File: src/rtl/rot_enc_cnt_pkg.sv
// rot_enc_cnt_pkg: detent FSM states, idle pin level and per-state expected A/B pattern
package rot_enc_cnt_pkg;
   typedef enum logic [2:0] {DET, CW1, CW2, CW3, CC1, CC2, CC3} rot_state_t;
   localparam logic IDLE = 1'b1;
   function automatic logic [1:0] state_pat(rot_state_t s);
      return s == DET ? 2'b11 :
             (s == CW1 || s == CC3) ? 2'b01 :
             (s == CW2 || s == CC2) ? 2'b00 : 2'b10;
   endfunction
endpackage

File: src/rtl/rot_debounce.sv
// rot_debounce: two-flop synchroniser plus stability filter, idles high out of reset
module rot_debounce
   import rot_enc_cnt_pkg::*;
#(
   parameter int DEB_CYCLES = 20000
) (
   input  logic CLK,
   input  logic RST_N,
   input  logic IN,
   output logic OUT
);
   localparam int CNT_W = DEB_CYCLES > 1 ? $clog2(DEB_CYCLES) : 1;
   logic s1, s2;
   logic [CNT_W-1:0] cnt;
   always_ff @(posedge CLK or negedge RST_N)
      if (!RST_N) begin
         s1  <= IDLE;
         s2  <= IDLE;
         OUT <= IDLE;
         cnt <= '0;
      end else begin
         s1 <= IN;
         s2 <= s1;
         if (s2 == OUT) cnt <= '0;
         else if (cnt == CNT_W'(DEB_CYCLES - 1)) begin
            OUT <= s2;
            cnt <= '0;
         end else cnt <= cnt + CNT_W'(1);
      end
endmodule

File: src/rtl/rot_enc_cnt.sv
// rot_enc_cnt: debounced quadrature detent decoder driving a 4-bit position count
module rot_enc_cnt
   import rot_enc_cnt_pkg::*;
#(
   parameter int DEB_CYCLES = 20000,
   parameter int MAX_VAL    = 15,
   parameter bit WRAP       = 1'b1
) (
   input  logic CLK,
   input  logic RST_N,
   input  logic ENC_A,
   input  logic ENC_B,
   input  logic ENC_SW,
   output logic R3,
   output logic R2,
   output logic R1,
   output logic R0,
   output logic STEP,
   output logic DIR,
   output logic ERR
);
   localparam logic [3:0] MAX = 4'(MAX_VAL);
   logic a_f, b_f, sw_f, up, dn;
   logic [1:0] ab, ab_q, pat;
   logic [3:0] cnt, cnt_nx;
   rot_state_t st, st_nx;
   rot_debounce #(.DEB_CYCLES(DEB_CYCLES)) u_a  (.CLK, .RST_N, .IN(ENC_A),  .OUT(a_f));
   rot_debounce #(.DEB_CYCLES(DEB_CYCLES)) u_b  (.CLK, .RST_N, .IN(ENC_B),  .OUT(b_f));
   rot_debounce #(.DEB_CYCLES(DEB_CYCLES)) u_sw (.CLK, .RST_N, .IN(ENC_SW), .OUT(sw_f));
   assign ab = {a_f, b_f};
   assign {R3, R2, R1, R0} = cnt;
   // Only single-bit moves away from the state pattern advance the FSM
   always_comb begin
      pat   = state_pat(st);
      st_nx = st;
      up    = 1'b0;
      dn    = 1'b0;
      if (ab != pat && ab != ~pat)
         case (st)
            DET: st_nx = ab == 2'b01 ? CW1 : CC1;
            CW1: st_nx = ab == 2'b00 ? CW2 : DET;
            CW2: st_nx = ab == 2'b10 ? CW3 : CW1;
            CW3: begin
               st_nx = ab == 2'b11 ? DET : CW2;
               up    = ab == 2'b11;
            end
            CC1: st_nx = ab == 2'b00 ? CC2 : DET;
            CC2: st_nx = ab == 2'b01 ? CC3 : CC1;
            CC3: begin
               st_nx = ab == 2'b11 ? DET : CC2;
               dn    = ab == 2'b11;
            end
            default: st_nx = DET;
         endcase
      cnt_nx = !sw_f ? 4'd0 :
               up ? (cnt == MAX ? (WRAP ? 4'd0 : MAX) : cnt + 4'd1) :
               dn ? (cnt == 4'd0 ? (WRAP ? MAX : 4'd0) : cnt - 4'd1) : cnt;
   end
   always_ff @(posedge CLK or negedge RST_N)
      if (!RST_N) begin
         st   <= DET;
         cnt  <= 4'd0;
         ab_q <= {IDLE, IDLE};
         STEP <= 1'b0;
         DIR  <= 1'b0;
         ERR  <= 1'b0;
      end else begin
         st   <= st_nx;
         cnt  <= cnt_nx;
         ab_q <= ab;
         STEP <= cnt_nx != cnt;
         if (cnt_nx != cnt && sw_f) DIR <= up;
         // Report an illegal jump once, when it appears, not while it persists
         ERR  <= ab == ~pat && ab != ab_q;
      end
endmodule

File: config.mk
export PLATFORM = sky130hd
export DESIGN_NAME = rot_enc_cnt
export DESIGN_NICKNAME = d
export VERILOG_FILES = /design/src/rtl/rot_enc_cnt_pkg.sv /design/src/rtl/rot_debounce.sv /design/src/rtl/rot_enc_cnt.sv
export SDC_FILE = /design/constraint.sdc
export NUM_CORES = 1
export LEC_CHECK = 0
export BUFFER_PORTS_ARGS = -buffer_cell sky130_fd_sc_hd__buf_2
export CORE_MARGIN = 4
export CORE_UTILIZATION = 55
export CTS_CLUSTER_DIAMETER = 120
export DETAILED_ROUTE_END_ITERATION = 6
export GPL_TIMING_DRIVEN = 1
export PLACE_DENSITY_LB_ADDON = 0.3
export SETUP_SLACK_MARGIN = 0.05
export SLEW_MARGIN = 20
export SYNTH_ARGS = -nofsm -noshare
export SYNTH_HDL_FRONTEND = slang
export SYNTH_SLANG_ARGS = --single-unit
File: constraint.sdc
create_clock -name CLK -period 2.4 [get_ports CLK]
set_input_delay 0.36 -clock CLK [delete_from_list [all_inputs] [get_ports CLK]]
set_output_delay 0.36 -clock CLK [all_outputs]
set_load 0.1 [all_outputs]
==> out/qor.yml, run 1 <==
rsz0062_at_grt: "false"
timing.final.setup_violations: 0
post_drt_via_cell_ratio: 5.43
synth_seq_area_share: 0.493
power.ir.vdd_worst_mv: 0.388
syn2layout_area_growth_pct: 9.10
synth.distinct_cells: 58
path_depth: 5
worst_ep_arrival_time_ns: 2.26
grt_pass1_wl_um: 10300
post-route-period-util: 0.848
worst-r2r-cell-count: 5
ys_ff_latch: 66
fin_hold_ws_ns: 0.0116
synth_enable_flop_cells: 0
finish.utilization: 0.619
asyncSetResetFlopFracSynth: 1.00
clk_pin_slew_worst_paths_ns: 0.07
grt_pass1_vias: 2261
detail_route.first_pass.iterations: 5
drt.antenna.violating_nets: 0
post_synth_inst_count: 339
synth.top_cell.area_share: 0.407
design.portCount: 12
post-route-drc-count: 0
report.final.hold_viol_count: 0
place.gp.congestion: 0.782
tritoncts.num_buffers: 9
floorplan.die_area_sq_um: 7460
critical_path_class: "reg -> reg"
routed-via-count: 2334
cp.required_ns: 2.62
end_kind: "flip-flop"
detail_route.wl_per_cell_um: 13.5
timing.hold.worst.class: "in -> async"
crit_path_end: "DIR"
p_leak_nw: 1.64
r2r_end: "DIR"
die_h_um: 86.4
synth_top_cells_by_area: "dfrtp_1, dfstp_2, nor2_1"
grt-ovfl-total: 0
tritoncts_clock_tree: "built"
fp-row-count: 28
clock_period_minus_final_worst_setup_slack_ns: 2.04
hpwlAfterDp_um: 3840
tritoncts_num_sinks: 66
max_cap_viol_count: 0
max_freq_mhz: 491
timing.critical_path.cells: "nand3_2 -> a311oi_1 -> o22ai_2 -> a21boi_2 -> mux2_4"
grt_max_degree: 67
yosysMostFrequentCell: "nor2_1"
initial_utilization: 0.568
worst_skew_pair.late_latency_ns: 0.34
launching_instance_or_port_of_the_critical_path: "u_a.OUT"
antenna_cells: 0
globalRoute.busiestLayer: "met2"
postCtsSetupBuffers: 0
cp_num_buf_inv: 0
hold_buffers: 0
seq_area_sq_um: 1670
avgSynthCellArea_sq_um: 9.97
worstMarginPinSlew_ns: 0.523
regToRegStartpoint: "u_a.OUT"
most_area_hungry_cell_type_in_the_yosys_netlist: "dfrtp_1"
total_core_area_sq_um: 5960
finalMaxSlewViolations: 0
worstPathMaxFanout: 14
cts_repair_resize_count: 0
slowest_cell_on_the_critical_path: "dfstp_2"
power_density_nw_per_um2: 584
yosys-top-cells-count: "nor2_1, dfrtp_1, xnor2_1, nand2_1, xor2_1"
path_delay_family: "flip-flops"
totalWireLength_um: 5820
num-nets-final: 360
io_buffer_count: 11
finalClockSkew_ns: 0.00767
timing.critical_path.from_type: "flip-flop"
htree_levels: 3
postSynth.topFlopCell: "dfrtp_1"
fill_cell_count: 485
globalRouteMet2Util: 0.266
fin_setup_tns_ns: 0
cts_root_buf: "clkbuf_8"
groute.layer.met3.usage: 0.0447
multi_input_area_sq_um: 1590
max_stage_delay_ns: 0.69
outcome: "finished clean"
r2r_slack_ns: 0.36
grt_use_met1: 0.233
synth_warnings: 0
slew-limit-headroom: 0.651
drt_first_iter_violations: 135
clock_path_buffers: 2
total_routing_resource_utilization_after_global_routing: 0.174
drive_above_1_share: 0.155
syn-cell-area_sq_um: 3380
die_w_um: 86.4
antenna_found_initial: 0
postSynthNetCount: 349
metal layers:
metal	wire length, um	share of wire
met5	0	0
met4	85	0.015
met3	151	0.026
met2	2730	0.47
met1	2860	0.49
area by class of cell:
cell class / instances / area share
multi-input combinational: 245 / 0.430
timing repair buffer: 14 / 0.0244
inverter: 14 / 0.0142
clock buffer: 14 / 0.0441
sequential: 66 / 0.452
tap: 75 / 0.0254
clock inverter: 2 / 0.00950
where the power goes:
part	leakage [nW]	total (mW)	switching (mW)	internal, mW
Combinational	0.671	0.0659	0.0452	0.0207
Sequential	0.872	1.15	0.0142	1.13
Clock	0.101	0.938	0.401	0.537
placed cells by master (no fill, tap or decap), types with 4 or more instances in the layout:
| master | netlist | routed |
|---|---|---|
| inv_1 | 14 | 14 |
| clkbuf_8 | 0 | 11 |
| dfstp_2 | 11 | 11 |
| a21oi_1 | 5 | 5 |
| ha_1 | 5 | 5 |
| nand3_1 | 16 | 16 |
| buf_2 | 4 | 11 |
| nand2_1 | 22 | 22 |
| nand2b_1 | 5 | 5 |
| xor2_1 | 22 | 22 |
| mux2_2 | 4 | 4 |
| xnor2_1 | 23 | 23 |
| nor2_1 | 60 | 60 |
| nor4_1 | 4 | 4 |
| and3_1 | 8 | 8 |
| o21ai_0 | 11 | 11 |
| nand4_1 | 7 | 7 |
| nor3_1 | 8 | 8 |
| dfrtp_1 | 55 | 53 |
sequential cells by signal (all words and copies together) (netlist names), 2 cells and up:
name	count
cnt	4
ab_q	2
u_sw.cnt	15
u_a.cnt	15
u_b.cnt	15
st	3
cell families (layout without fill, tap and decap cells):
family	Yosys count	after routing	share of synthesized area
compound gates	38	38	0.0807
xor+xnor	45	45	0.117
fa+ha+maj	5	5	0.0185
buf+inv	28	44	0.0381
flops	66	66	0.493
mux	5	5	0.0178
simple gates	152	152	0.236
how the worst min path moves through the flow:
stage | end | cells after the start
floorplan | DIR | 0
global placement | u_b.s2 | 0
detailed placement | u_sw.s2 | 0
CTS | u_sw.cnt[11] | 2
global route | u_b.cnt[12] | 2
finish | u_sw.cnt[10] | 2
per-stage QoR:
step / std cells / setup slack, ns / instance area [sq um] / power [mW]
final: 430 / 0.364 / 3690 / 2.15
after global placement: 414 / 0.456 / 3490 / 1.23
after global routing: 430 / 0.300 / 3690 / 2.25
after CTS: 430 / 0.377 / 3690 / 2.19
after floorplan: 339 / 0.0978 / 3380 / 1.20
after detailed placement: 414 / 0.390 / 3490 / 1.24
Note: power is estimated with default switching activity, not from simulation.
==> inputs of run 2 (changes only) <==
==> constraint.sdc (replaced) <==
create_clock -name CLK -period 1.7 [get_ports CLK]
set_input_delay 0.255 -clock CLK [delete_from_list [all_inputs] [get_ports CLK]]
set_output_delay 0.255 -clock CLK [all_outputs]
set_load 0.1 [all_outputs]
==> out/qor.yml, run 2 (same netlist as run 1, synthesis figures left out) <==
place.detailed.instances: 440
drive_above_1_share: 0.276
finalMaxSlewViolations: 0
r2r_end: "DIR"
critical_path_class: "reg -> reg"
post_drt_via_cell_ratio: 5.51
share_seq_of_total_power: 0.569
cts_root_buf: "clkbuf_8"
finalClockSkew_ns: 0.0138
slew-limit-headroom: 0.677
total_routing_resource_utilization_after_global_routing: 0.186
timing.critical_path.from_type: "flip-flop"
power_density_nw_per_um2: 700
power.net_switching_mw: 0.679
max_cap_viol_count: 0
worstMarginPinSlew_ns: 0.488
layout_top_registers: "u_a.cnt (15), u_b.cnt (15), u_sw.cnt (15)"
detail_route.wl_per_cell_um: 14.2
antenna_cells: 0
fin_setup_tns_ns: -0.140
power.ir.vdd_worst_mv: 0.741
drt.antenna.violating_nets: 0
timing.critical_path.cells: "ha_4 -> nor3b_2 -> nor4_2 -> a21boi_2 -> mux2_4"
place.gp.congestion: 0.842
rsz0062_at_grt: "true"
grt_pass1_wl_um: 11200
final_cell_mix: "nor2_1, dfrtp_1, buf_4, xnor2_1"
grt-ovfl-total: 0
totalWireLength_um: 6560
path_depth: 5
clk_pin_slew_worst_paths_ns: 0.07
netSwitchingFraction: 0.238
p_leak_nw: 1.80
initial_utilization: 0.568
slowest_cell_on_the_critical_path: "dfrtp_4"
worstPathMaxFanout: 4
clock_power_share: 0.392
max_stage_delay_ns: 0.52
final_cell_count_no_fill: 463
outcome: "complete, but fails checks"
p_comb_frac: 0.039
path_delay_family: "simple AND/OR/NAND/NOR gates"
grt_pass1_vias: 2588
fill_cell_count: 468
clock_path_buffers: 2
total_core_area_sq_um: 5960
power.total_mw: 2.85
violations: "setup timing"
pre_cts_slack_ns: -0.111
r2r_slack_ns: -0.07
die_h_um: 86.4
syn2layout_area_growth_pct: 20.4
hpwlAfterDp_um: 4140
cp.required_ns: 1.93
intPower_mw: 2.17
num-nets-final: 393
grt_max_degree: 67
cp_num_buf_inv: 0
report.final.hold_viol_count: 0
design.portCount: 12
tritoncts_clock_tree: "built"
crit_path_end: "DIR"
worst_skew_pair.late_latency_ns: 0.34
timing.final.setup_violations: 2
layout_commonest_cell: "nor2_1"
routed-via-count: 2550
detail_route.first_pass.iterations: 5
worst_ep_arrival_time_ns: 2.00
end_kind: "flip-flop"
timing.hold.worst.class: "in -> reg"
timing.final.ws_setup_ns: -0.0721
launching_instance_or_port_of_the_critical_path: "cnt[1]"
antenna_found_initial: 0
finish.utilization: 0.683
post-route-period-util: 1.04
regToRegStartpoint: "cnt[1]"
clock_period_minus_final_worst_setup_slack_ns: 1.77
drt_first_iter_violations: 54
tritoncts_num_sinks: 66
floorplan.die_area_sq_um: 7460
tritoncts.num_buffers: 9
htree_levels: 3
post-route-drc-count: 0
io_buffer_count: 11
max_freq_mhz: 564
worst-r2r-cell-count: 5
die_w_um: 86.4
fp-row-count: 28
run 2: cell count changes in the layout (fill, tap and decap cells not counted), sizes merged:
cell / change
bufinv: -1
clkinv: +3
dlygate4sd3: +3
clkbuf: -2
clkinvlp: +1
buf: +29
run 2: repair_timing:
item | in CTS | in global routing
hold buffers | 3 | 0
buffers inserted | 0 | 4
pin swaps | 1 | 4
gates resized for setup | 6 | 20
setup endpoints to repair | 4 | 33
endpoints found under the hold margin | 57 | 0
run 2: worst min path at each step:
stage	from	end	slack, ns	cells past startpoint
2_1_floorplan	RST_N	DIR	-0.04	0
6_report	ENC_SW	u_sw.s1	0.01	1
4_1_cts	ENC_SW	u_sw.s1	0.0008	1
3_3_place_gp	RST_N	u_sw.cnt[7]	0.30	2
5_1_grt	ENC_SW	u_sw.s1	-0.0009	1
3_5_place_dp	RST_N	u_sw.cnt[5]	0.29	2
run 2: area by class of cell:
type | instances | area, sq um | area share
Multi-Input combinational cell | 245 | 1710 | 0.420
Clock buffer | 11 | 131 | 0.0323
Sequential cell | 66 | 1680 | 0.412
Inverter | 14 | 55.1 | 0.0135
Clock inverter | 5 | 31.3 | 0.00769
Tap cell | 75 | 93.8 | 0.0231
Timing Repair Buffer | 47 | 372 | 0.0913
run 2: power by group through the flow:
| stage | combinational [mW] | clock, mW | sequential, mW |
|---|---|---|---|
| CTS | 0.113 | 1.16 | 1.62 |
| finish | 0.111 | 1.12 | 1.62 |
| global placement | 0.104 | 0 | 1.65 |
| detailed placement | 0.106 | 0 | 1.65 |
| global route | 0.131 | 1.23 | 1.62 |
| floorplan | 0.0465 | 0 | 1.64 |
run 2: per-layer routing:
metal,GRT usage,vias up,wire (um)
met1,0.227,1244,2860
li1,-,1248,-
met4,0.0680,0,94
met5,0,-,0
met2,0.309,46,3360
met3,0.0561,12,245
run 2: metrics by stage:
stage          area, sq um  hold slack (ns)
2_1_floorplan         3420          -0.0406
3_3_place_gp          3730            0.297
3_5_place_dp          3730            0.294
4_1_cts               3940         0.000832
5_1_grt               4070        -0.000942
6_report              4070           0.0123
